===== src/rtl/sram_fc_pkg.sv =====
// Shared types and default sizes for the SRAM fill/check sequencer.
package sram_fc_pkg;

    localparam int unsigned DW_DEF  = 32;
    localparam int unsigned AW_DEF  = 14;
    localparam int unsigned ECW_DEF = 16;

    typedef enum logic [1:0] {
        MODE_FILL       = 2'd0,
        MODE_CHECK      = 2'd1,
        MODE_FILL_CHECK = 2'd2
    } mode_e;

    typedef enum logic [2:0] {
        ST_IDLE  = 3'd0,
        ST_FILL  = 3'd1,
        ST_CHECK = 3'd2,
        ST_DRAIN = 3'd3,
        ST_FIN   = 3'd4
    } state_e;

    // The reserved encoding behaves as FILL_CHECK.
    function automatic mode_e decode_mode(input logic [1:0] m);
        case (m)
            2'd0:    return MODE_FILL;
            2'd1:    return MODE_CHECK;
            default: return MODE_FILL_CHECK;
        endcase
    endfunction

endpackage


===== src/rtl/sram_fc_checker.sv =====
// Read-data checker: one-stage read pipeline, comparator, saturating
// mismatch counter and first-mismatch address capture.
module sram_fc_checker #(
    parameter int unsigned DW  = 32,
    parameter int unsigned AW  = 14,
    parameter int unsigned ECW = 16
) (
    input  logic           clk,
    input  logic           rst_n,
    input  logic           clear_i,
    input  logic           rd_valid_i,
    input  logic [AW-1:0]  rd_addr_i,
    input  logic [DW-1:0]  rd_exp_i,
    input  logic [DW-1:0]  rdata_i,
    output logic           err_o,
    output logic [ECW-1:0] err_cnt_o,
    output logic [AW-1:0]  first_err_addr_o
);

    logic           vld_q;
    logic [AW-1:0]  addr_q;
    logic [DW-1:0]  exp_q;
    logic           err_q, err_d;
    logic [ECW-1:0] cnt_q, cnt_d;
    logic [AW-1:0]  first_q, first_d;
    logic           mismatch;

    // rdata_i belongs to the read registered in the previous cycle.
    assign mismatch = vld_q && (rdata_i != exp_q);

    always_comb begin
        err_d   = err_q;
        cnt_d   = cnt_q;
        first_d = first_q;
        if (clear_i) begin
            err_d   = 1'b0;
            cnt_d   = '0;
            first_d = '0;
        end else if (mismatch) begin
            err_d = 1'b1;
            if (cnt_q != '1) begin
                cnt_d = cnt_q + ECW'(1);
            end
            if (!err_q) begin
                first_d = addr_q;
            end
        end
    end

    always_ff @(posedge clk) begin
        if (!rst_n) begin
            vld_q   <= 1'b0;
            addr_q  <= '0;
            exp_q   <= '0;
            err_q   <= 1'b0;
            cnt_q   <= '0;
            first_q <= '0;
        end else begin
            vld_q   <= rd_valid_i && !clear_i;
            addr_q  <= rd_addr_i;
            exp_q   <= rd_exp_i;
            err_q   <= err_d;
            cnt_q   <= cnt_d;
            first_q <= first_d;
        end
    end

    assign err_o            = err_q;
    assign err_cnt_o        = cnt_q;
    assign first_err_addr_o = first_q;

endmodule


===== src/rtl/sram_fill_check_ctrl.sv =====
// Initiator-side sequencer that fills an SRAM address range with a pattern,
// reads it back and compares, or does both back to back.
module sram_fill_check_ctrl
    import sram_fc_pkg::*;
#(
    parameter int unsigned DW  = DW_DEF,
    parameter int unsigned AW  = AW_DEF,
    parameter int unsigned ECW = ECW_DEF
) (
    input  logic            clk,
    input  logic            rst_n,
    input  logic            start_i,
    input  logic [1:0]      mode_i,
    input  logic [AW-1:0]   base_addr_i,
    input  logic [AW:0]     num_words_i,
    input  logic [DW-1:0]   pattern_i,
    input  logic            incr_i,
    input  logic            abort_i,
    output logic            busy_o,
    output logic            done_o,
    output logic            aborted_o,
    output logic            err_o,
    output logic [ECW-1:0]  err_cnt_o,
    output logic [AW-1:0]   first_err_addr_o,
    output logic            en_o,
    output logic [AW-1:0]   addr_o,
    output logic [DW-1:0]   wdata_o,
    output logic            we_o,
    output logic [DW/8-1:0] be_o,
    input  logic [DW-1:0]   rdata_i
);

    state_e        state_q, state_d;
    mode_e         mode_q, mode_d;
    logic [AW:0]   idx_q, idx_d;
    logic [AW:0]   num_q, num_d;
    logic [AW-1:0] base_q, base_d;
    logic [DW-1:0] pat_q, pat_d;
    logic          incr_q, incr_d;
    logic          aborted_q, aborted_d;
    logic          clear;
    logic          rd_issue;
    logic          last;
    logic [AW-1:0] acc_addr;
    logic [DW-1:0] exp_word;

    assign last     = (idx_q + (AW+1)'(1)) == num_q;
    assign acc_addr = base_q + idx_q[AW-1:0];
    assign exp_word = pat_q + (incr_q ? DW'(idx_q) : '0);

    always_comb begin
        state_d   = state_q;
        mode_d    = mode_q;
        idx_d     = idx_q;
        num_d     = num_q;
        base_d    = base_q;
        pat_d     = pat_q;
        incr_d    = incr_q;
        aborted_d = aborted_q;
        clear     = 1'b0;
        rd_issue  = 1'b0;
        en_o      = 1'b0;
        we_o      = 1'b0;
        busy_o    = 1'b0;
        done_o    = 1'b0;
        case (state_q)
            ST_IDLE: begin
                if (start_i) begin
                    clear     = 1'b1;
                    mode_d    = decode_mode(mode_i);
                    idx_d     = '0;
                    num_d     = num_words_i;
                    base_d    = base_addr_i;
                    pat_d     = pattern_i;
                    incr_d    = incr_i;
                    aborted_d = 1'b0;
                    if (num_words_i == '0) begin
                        state_d = ST_FIN;
                    end else if (decode_mode(mode_i) == MODE_CHECK) begin
                        state_d = ST_CHECK;
                    end else begin
                        state_d = ST_FILL;
                    end
                end
            end
            ST_FILL: begin
                busy_o = 1'b1;
                if (abort_i) begin
                    aborted_d = 1'b1;
                    state_d   = ST_FIN;
                end else begin
                    en_o  = 1'b1;
                    we_o  = 1'b1;
                    idx_d = idx_q + (AW+1)'(1);
                    if (last) begin
                        if (mode_q == MODE_FILL) begin
                            state_d = ST_FIN;
                        end else begin
                            idx_d   = '0;
                            state_d = ST_CHECK;
                        end
                    end
                end
            end
            ST_CHECK: begin
                busy_o = 1'b1;
                // An abort still needs DRAIN so the read already in flight is compared.
                if (abort_i) begin
                    aborted_d = 1'b1;
                    state_d   = ST_DRAIN;
                end else begin
                    en_o     = 1'b1;
                    rd_issue = 1'b1;
                    idx_d    = idx_q + (AW+1)'(1);
                    if (last) begin
                        state_d = ST_DRAIN;
                    end
                end
            end
            ST_DRAIN: begin
                busy_o  = 1'b1;
                state_d = ST_FIN;
            end
            ST_FIN: begin
                done_o  = 1'b1;
                state_d = ST_IDLE;
            end
            default: state_d = ST_IDLE;
        endcase
    end

    always_ff @(posedge clk) begin
        if (!rst_n) begin
            state_q   <= ST_IDLE;
            mode_q    <= MODE_FILL;
            idx_q     <= '0;
            num_q     <= '0;
            base_q    <= '0;
            pat_q     <= '0;
            incr_q    <= 1'b0;
            aborted_q <= 1'b0;
        end else begin
            state_q   <= state_d;
            mode_q    <= mode_d;
            idx_q     <= idx_d;
            num_q     <= num_d;
            base_q    <= base_d;
            pat_q     <= pat_d;
            incr_q    <= incr_d;
            aborted_q <= aborted_d;
        end
    end

    assign addr_o    = en_o ? acc_addr : '0;
    assign wdata_o   = we_o ? exp_word : '0;
    assign be_o      = we_o ? '1 : '0;
    assign aborted_o = aborted_q;

    sram_fc_checker #(
        .DW  (DW),
        .AW  (AW),
        .ECW (ECW)
    ) u_checker (
        .clk              (clk),
        .rst_n            (rst_n),
        .clear_i          (clear),
        .rd_valid_i       (rd_issue),
        .rd_addr_i        (acc_addr),
        .rd_exp_i         (exp_word),
        .rdata_i          (rdata_i),
        .err_o            (err_o),
        .err_cnt_o        (err_cnt_o),
        .first_err_addr_o (first_err_addr_o)
    );

endmodule


===== config.mk =====
export PLATFORM = sky130hd
export DESIGN_NAME = sram_fill_check_ctrl
export DESIGN_NICKNAME = d
export VERILOG_FILES = /design/src/rtl/sram_fc_pkg.sv /design/src/rtl/sram_fc_checker.sv /design/src/rtl/sram_fill_check_ctrl.sv
export SDC_FILE = /design/constraint.sdc
export NUM_CORES = 1
export LEC_CHECK = 0
export CORE_MARGIN = 2
export CORE_UTILIZATION = 58
export CTS_BUF_LIST = sky130_fd_sc_hd__clkbuf_8
export DETAILED_ROUTE_END_ITERATION = 12
export PLACE_DENSITY = 0.95
export REMOVE_ABC_BUFFERS = 1
export SLEW_MARGIN = 40
export SYNTH_ARGS = -nofsm -noshare
export SYNTH_HDL_FRONTEND = slang
export SYNTH_HIERARCHICAL = 1
export SYNTH_SLANG_ARGS = --single-unit

===== constraint.sdc =====
create_clock -name clk -period 6.35 [get_ports clk]
set_input_delay 0.9525 -clock clk [delete_from_list [all_inputs] [get_ports clk]]
set_output_delay 0.9525 -clock clk [all_outputs]
set_load 0.005 [all_outputs]

Word-level counts from Yosys, hierarchy flattened

Index checks and enable logic that the tools add are counted.

Register bits after elaboration: 161
Output and inout port bits: 86

Add/sub/neg operators: 4
Eq/ne operators: 15
Mux-type cells: 34
Bitwise logic cells: 2
Reductions and logical operators: 18

Operator list:

| cell                    | number |
|---|---|
| $mux W15                | 6 |
| $pmux W15 S3            | 1 |
| $add A32 B15 Y32        | 1 |
| $mux W32                | 1 |
| $ne A32 B32 Y1          | 1 |
| $mux W3                 | 7 |
| $add A16 B1 Y16 const B | 1 |
| $ne A16 B16 Y1 const B  | 1 |
| $add A15 B1 Y15 const B | 1 |
| $eq A15 B15 Y1          | 1 |
| $logic_not A15 Y1       | 1 |
| $add A14 B14 Y14        | 1 |
| $mux W14                | 1 |
| $pmux W3 S4             | 1 |
| $mux W1                 | 10 |
| $mux W2                 | 4 |
| $eq A3 B2 Y1 const B    | 2 |
| $ne A2 B2 Y1 const B    | 3 |
| $ne A3 B3 Y1 const B    | 2 |
| $reduce_and A2 Y1       | 3 |
| $reduce_and A3 Y1       | 2 |
| $eq A2 B1 Y1 const B    | 2 |
| $logic_not A2 Y1        | 2 |
| $mux W4                 | 1 |
| 14 further kinds        | 17 |

Longest topological paths before layout

Gate-level depths: netlist (run 1).

Depth in word-level cells: 10
Gate-level depth with buffers: 12

Cells and area by module

The synthesis (run 1) kept the hierarchy.

Modules (own cells, without submodules):

| module               | times used | cells an instance | area an instance (um2) |
|---|---|---|---|
| sram_fill_check_ctrl | 1          | 790               | 6,037.0 |
| sram_fc_checker      | 1          | 319               | 3,148.0 |

Least setup slack after synthesis (run 1)

No wires, ideal clock.

Path type: register to output
Start: register idx_q[0]
End: output port wdata_o[12]
Data arrival time: 2,809 ps
Required time: 5,398 ps
Slack: 2,588 ps
Stages on the path, launching flop included: 12
Cell sequence: dfxtp_1 > buf_2 > and2_1 > ha_1 > fa_1 > a211oi_1 > o211ai_1 > a31o_2 > a21o_1 > a2111oi_0 > a41oi_1 > a41oi_1

Longest elaborated chain between the ends: 3

Ends and longest elaborated chain:

| item                   | RTL line                    | RTL |
|---|---|---|
| start, declared        | sram_fill_check_ctrl.sv:35  | `logic [AW:0] idx_q, idx_d;` |
| start signal, assigned | sram_fill_check_ctrl.sv:145 | `idx_q <= idx_d;` |
| $mux W15               | sram_fill_check_ctrl.sv:49  | `assign exp_word = pat_q + (incr_q ? DW'(idx_q) : '0);` |
| $add A32 B15 Y32       | sram_fill_check_ctrl.sv:49  |  |
| $mux W32               | sram_fill_check_ctrl.sv:155 | `assign wdata_o = we_o ? exp_word : '0;` |
| end, declared          | sram_fill_check_ctrl.sv:27  | `output logic [DW-1:0] wdata_o,` |

Every way passes these cells.

Worst setup path after layout (run 1)

Same ends and word-level chain as after synthesis.

==> results of run 1 <==
where the power goes:
part	leakage (nW)	internal [mW]	switching, mW
Sequential	1.31	1.15	0.125
Combinational	3.09	0.405	0.553
Clock	0.193	0.362	0.377
Total	4.59	1.92	1.05
state kept, by name (all words and copies together) (netlist names):
name,count
pat_q,32
u_checker/exp_q,32
u_checker/err_cnt_o,16
idx_q,15
num_q,15
base_q,14
u_checker/addr_q,14
u_checker/first_err_addr_o,14
state_q,3
mode_q,2
aborted_o,1
incr_q,1
u_checker/err_o,1
u_checker/vld_q,1
cell type report:
type	instances	area, um^2	area share (%)
clock buffer	19	262	2.30
clock inverter	11	114	1.00
inverter	23	86.3	0.759
multi-input combinational	859	5530	48.6
sequential	161	3220	28.3
tap	216	270	2.38
timing repair buffer	190	1890	16.6
per-stage QoR:
stage	cells	util, %	area (um^2)	worst slack (ns)
final	1479	72.7	11400	1.27
after global routing	1479	72.7	11400	0.955
after detailed placement	1449	70.2	11000	1.60
after global placement	1449	70.1	11000	1.67
after CTS	1479	72.6	11400	1.25
after floorplan	1043	-	8820	1.12
how the worst max path moves through the flow:
| stage | startpoint | end | slack, ns | depth (start not counted) |
|---|---|---|---|---|
| floorplan | start_i | u_checker/err_cnt_o[13] | 1.12 | 6 |
| global placement | abort_i | addr_o[12] | 1.67 | 8 |
| detailed placement | abort_i | addr_o[12] | 1.60 | 8 |
| CTS | idx_q[0] | wdata_o[12] | 1.25 | 11 |
| global route | idx_q[0] | wdata_o[12] | 0.95 | 11 |
| finish | idx_q[0] | wdata_o[12] | 1.27 | 11 |
critical path, stage by stage, from the launching register on:
cell and delay, ns:
dfxtp_1 0.43, and2_1 0.22, ha_1 0.22, fa_1 0.43, a211oi_1 0.36, o211ai_1 0.20
a31o_2 0.28, a21o_1 0.20, a2111oi_0 0.42, a41oi_1 0.11, a41oi_1 0.26, clkdlybuf4s50_1 0.55
per-layer routing:
metal / up-vias / track usage (%) / wire length (um)
met1: 3972 / 35.0 / 9860
met4: 0 / 12.5 / 863
met2: 379 / 47.7 / 11700
met5: - / 0 / 0
li1: 4127 / - / -
met3: 76 / 4.72 / 1570
cell families after synthesis:
| family | after synthesis | synth area share [%] |
|---|---|---|
| AO/OA/AOI/OAI | 230 | 17.6 |
| XOR/XNOR | 91 | 8.84 |
| adder cells (fa/ha/maj) | 32 | 4.52 |
| buffers and inverters | 89 | 4.89 |
| flip-flops | 161 | 35.1 |
| multiplexers | 3 | 0.327 |
| AND/OR/NAND/NOR | 503 | 28.7 |
cells in the final DEF, fill, tap and decap left out, types with 11 or more instances in the layout:
cell type	instances
inv_1	22
a21o_1	12
xor2_1	26
o21ai_0	19
dfxtp_1	161
ha_1	30
a21boi_0	65
nand3_1	33
a21oi_1	27
a31oi_1	30
nor2_1	45
xnor2_1	64
and2_1	112
o21ai_1	15
clkdlybuf4s50_1	184
nand4_1	20
nand2_1	197
nor3_1	14
clkbuf_8	19
and3_1	11
==> metrics.md, run 1 <==
| Metric | Value |
|---|---|
| Worst Path Arrival | 4.13 ns |
| Critical path class | flip-flop to output pin |
| Starting Density | 58.7% |
| Vias in the first global route | 7,786 |
| Cell variety after synth | 81 |
| Layout cells sized above 1 | 5.62% |
| Nature of the critical path startpoint | flip-flop |
| Worst reg2reg endpoint | u_checker/exp_q[30] |
| Minimum clock period | 5.08 ns |
| Total GRT Usage | 28.0% |
| Slew @ Worst Pin | 0.848 ns |
| RSZ-0062 raised after global routing | no |
| Postcts setup bufs | 0 |
| Synthesized instance count | 1,109 |
| Max Slew Vio Count | 0 |
| Hold Fails Final Rpt | 0 |
| Hold depth | 2 |
| Clk_lat worst skew | 0.46 ns |
| Largest net degree at the start of global routing | 82 |
| Pwr Total | 2.97 mW |
| Worst reg2reg startpoint | incr_q |
| Leakage | 4.59 nW |
| Clock skew | 0.00930 ns |
| Post-CTS sizing | 0 |
| Worst hold start | u_checker/addr_q[10] |
| CTS buffer count | 17 |
| Final HPWL DP | 17.5 mm |
| Post-route ant nets | 0 |
| Cell Rows | 46 |
| Gpl congestion | 0.936 |
| 1st-iter DRT viols | 730 |
| PwrDens | 261 nW/um^2 |
| Worst hold slack | 0.447 ns |
| Post-synthesis sequential area ratio | 35.1% |
| Initial DRT Pass Iterations | 5 |
| Die H | 130 um |
| Largest cells by area after synthesis | dfxtp_1, nand2_1, and2_1 |
| Syn-to-layout area delta | 23.9% |
| CTS tree | yes |
| Die X | 130 um |
| Number of synthesized flops with an enable pin | 0 |
| Reg2reg path depth | 11 |
| Clock transition at path regs | 0.08 ns |
| Critical Path End Type | output pin |
| Yosys reg bits | 161 |
| Grt total ovfl | 0 |
| Mean number of vias per cell | 5.78 |
| H-tree levels | 4 |
| Cell Area, Synth | 9190 um^2 |
| Most numerous cell in the Yosys netlist | nand2_1 |
| Root buffer cell | clkbuf_8 |
| Final wirelength | 24.0 mm |
| Yosys warns | 6 |
| Initial antenna violation count | 0 |
| Top-area cell type share of the netlist area | 35.1% |
| Die Footprint | 16,900 um^2 |
| Worst reg-to-reg setup slack | 3.09 ns |
| Max-slew headroom | 43.2% |
| Final cycle utilization of the critical path | 80.0% |
| Final #Nets | 1,384 |
| Synth cell count leaders | nand2_1, dfxtp_1, and2_1 |
| Yosys top cell by area | dfxtp_1 |
| Main synth FF type | dfxtp_1 |
| # hold bufs at CTS | 0 |
| Setup TNS | 0 ns |
| Clk sink count | 161 |
| Max-Cap Viols | 0 |
| Routed WL per cell | 16.2 um |
| CORE AREA | 15,700 um^2 |
| First-pass GRT wire length | 37.8 mm |
| Worst vdd ir | 146 uV |
| Final setup vio count | 0 |
| WP data required | 5.40 ns |
| IO Port Bufs | 185 |
| DRC | 0 |
| FMAX | 0.197 GHz |
| Status | finished, final reports clean |
| Ys async rst share | 0% |
| I/O pin total | 186 |
| Antenna cells | 0 |
| Vias post-DR | 8,554 |
| Worst hold path type | flip-flop to flip-flop |
| End of the worst hold path | u_checker/first_err_addr_o[10] |
| CTS Buffer Depth | 2 |
| Worst Path Max Fanout | 9 |
| Syn_area_per_cell | 8.28 um^2 |
| Fill cell count | 1,131 |
Power figures use the tool's default switching activity.
==> inputs of run 2 (changes only) <==
CORE_UTILIZATION = 54   (was 58)
PLACE_DENSITY = 0.91   (was 0.95)
clock period = 4.85 ns   (was 6.35 ns; I/O delays follow)
==> run 2 against run 1 <==
Compared with the run above:
- worst setup slack worse by 1.2 ns
- total power rose by 34%
- critical path depth is the same
- die area is 7.2% higher
- hold slack worse by 0.0053 ns
- clock skew rose by 0.00089 ns
- non-clock buffer count grew 3
- sequential power is 30% higher
- combinational power increased by 34%
==> metrics.md, run 2 (synthesis gave the netlist of run 1 again) <==
| Metric | Value |
|---|---|
| DRC | 0 |
| Slowest stage delay, CP | 0.53 ns |
| Multi-input combinational cell area | 5550 um^2 |
| Pwr Total | 4.00 mW |
| Final setup vio count | 0 |
| Die X | 134 um |
| Minimum clock period | 4.77 ns |
| CORE AREA | 16,600 um^2 |
| Commonest non-fill, non-tap cells in the layout | nand2_1, clkdlybuf4s50_1, dfxtp_1 |
| CTS buffer count | 17 |
| Nature of the critical path startpoint | flip-flop |
| Placed Cells | 1,456 |
| Sequential cell area | 3230 um^2 |
| Max Slew Vio Count | 0 |
| First-pass GRT wire length | 38.8 mm |
| Commonest non-fill, non-tap cell in the layout | nand2_1 |
| Worst hold path type | flip-flop to flip-flop |
| Worst path cell trace | and2_1 > ha_1 > fa_1 > a211oi_2 > o211ai_1 > a31o_2 > a21o_1 > a2111oi_2 > a41oi_1 > a41oi_2 > clkdlybuf4s50_1 |
| Fill cell count | 1,329 |
| Worst Path Max Fanout | 16 |
| Slew @ Worst Pin | 0.807 ns |
| Antenna cells | 0 |
| Initial DRT Pass Iterations | 5 |
| H-tree levels | 4 |
| Clk sink count | 161 |
| Final cycle utilization of the critical path | 98.4% |
| Worst vdd ir | 240 uV |
| Die H | 134 um |
| Mean number of vias per cell | 5.70 |
| Routed WL per cell | 16.5 um |
| Max-slew headroom | 45.9% |
| Starting Density | 55.4% |
| IO Port Bufs | 185 |
| Initial antenna violation count | 0 |
| Clk_lat worst skew | 0.46 ns |
| Final wirelength | 24.6 mm |
| Vias post-DR | 8,478 |
| Clock skew | 0.0102 ns |
| Max-Cap Viols | 0 |
| Postcts setup bufs | 0 |
| Status | finished, final reports clean |
| Final #Nets | 1,387 |
| I/O pin total | 186 |
| Layout cells sized above 1 | 6.39% |
| CP max-delay cell | clkdlybuf4s50_1 |
| CTS Buffer Depth | 2 |
| Largest net degree at the start of global routing | 132 |
| WP data required | 4.12 ns |
| Syn-to-layout area delta | 24.8% |
| Gpl congestion | 0.911 |
| Total GRT Usage | 26.6% |
| Final HPWL DP | 17.7 mm |
| Leakage | 4.61 nW |
| Final Non-Filler Cells | 1,487 |
| Cell Rows | 47 |
| 1st-iter DRT viols | 727 |
| Critical path class | flip-flop to output pin |
| Vias in the first global route | 7,825 |
| Hold Fails Final Rpt | 0 |
| Worst Path Arrival | 4.05 ns |
| PwrDens | 348 nW/um^2 |
| # hold bufs at CTS | 0 |
| Post-CTS sizing | 3 |
| Die Footprint | 18,100 um^2 |
| CTS tree | yes |
| Grt total ovfl | 0 |
| Root buffer cell | clkbuf_8 |
| Clock transition at path regs | 0.09 ns |
| Post-route ant nets | 0 |
| Critical Path End Type | output pin |
| FMAX | 0.209 GHz |
## run 2: worst paths after layout
check,endpoint,slack [ns],cells past startpoint,start
max,wdata_o[12],0.08,11,incr_q
min,u_checker/first_err_addr_o[11],0.44,2,u_checker/addr_q[11]
max reg2reg,u_checker/exp_q[12],1.60,11,incr_q
min reg2reg,u_checker/first_err_addr_o[11],0.44,2,u_checker/addr_q[11]
## run 2: report_power, final
part           switching [mW]  internal (mW)
sequential              0.165           1.51
combinational           0.743          0.537
clock                   0.520          0.521
## run 2: layout make-up
cell class,instances,area share (%)
well taps,220,2.40
flip-flops and latches,161,28.1
clock inverters,13,1.40
repair buffers,193,16.7
clock buffers,18,2.16
inverters,23,0.753
multi-input cells,859,48.4
## run 2: stage by stage
stage / utilization [%] / setup WS [ns] / TNS [ns] / cell area [um^2] / hold WS, ns
6_report: 69.1 / 0.0758 / 0 / 11500 / 0.442
5_1_grt: 69.1 / -0.139 / -0.139 / 11500 / 0.463
3_3_place_gp: 66.4 / 0.623 / 0 / 11000 / 0.426
4_1_cts: 69.0 / 0.0684 / 0 / 11400 / 0.446
2_1_floorplan: - / -0.153 / -0.156 / 8820 / 0.422
3_5_place_dp: 66.5 / 0.479 / 0 / 11000 / 0.432
## run 2: routing by layer
metal	up-vias	track usage, %	wire length (um)
met5	-	0	0
met4	0	10.5	786
met3	61	5.37	1630
met2	339	43.7	11700
met1	3961	34.5	10500
li1	4117	-	-
## run 2: critical path, delay by kind of cell, from the launching register on
kind	cells	cell delay (ns)
adder cells (fa/ha/maj)	2	0.67
buffers and inverters	1	0.53
AO/OA/AOI/OAI	7	1.83
AND/OR/NAND/NOR	1	0.16
flip-flops	1	0.39
==> inputs of run 3 (changes only) <==
CAP_MARGIN = 20   (was unset)
==> results of run 3 <==
No change in the layout: final DEF, timing and power equal those of run 2.
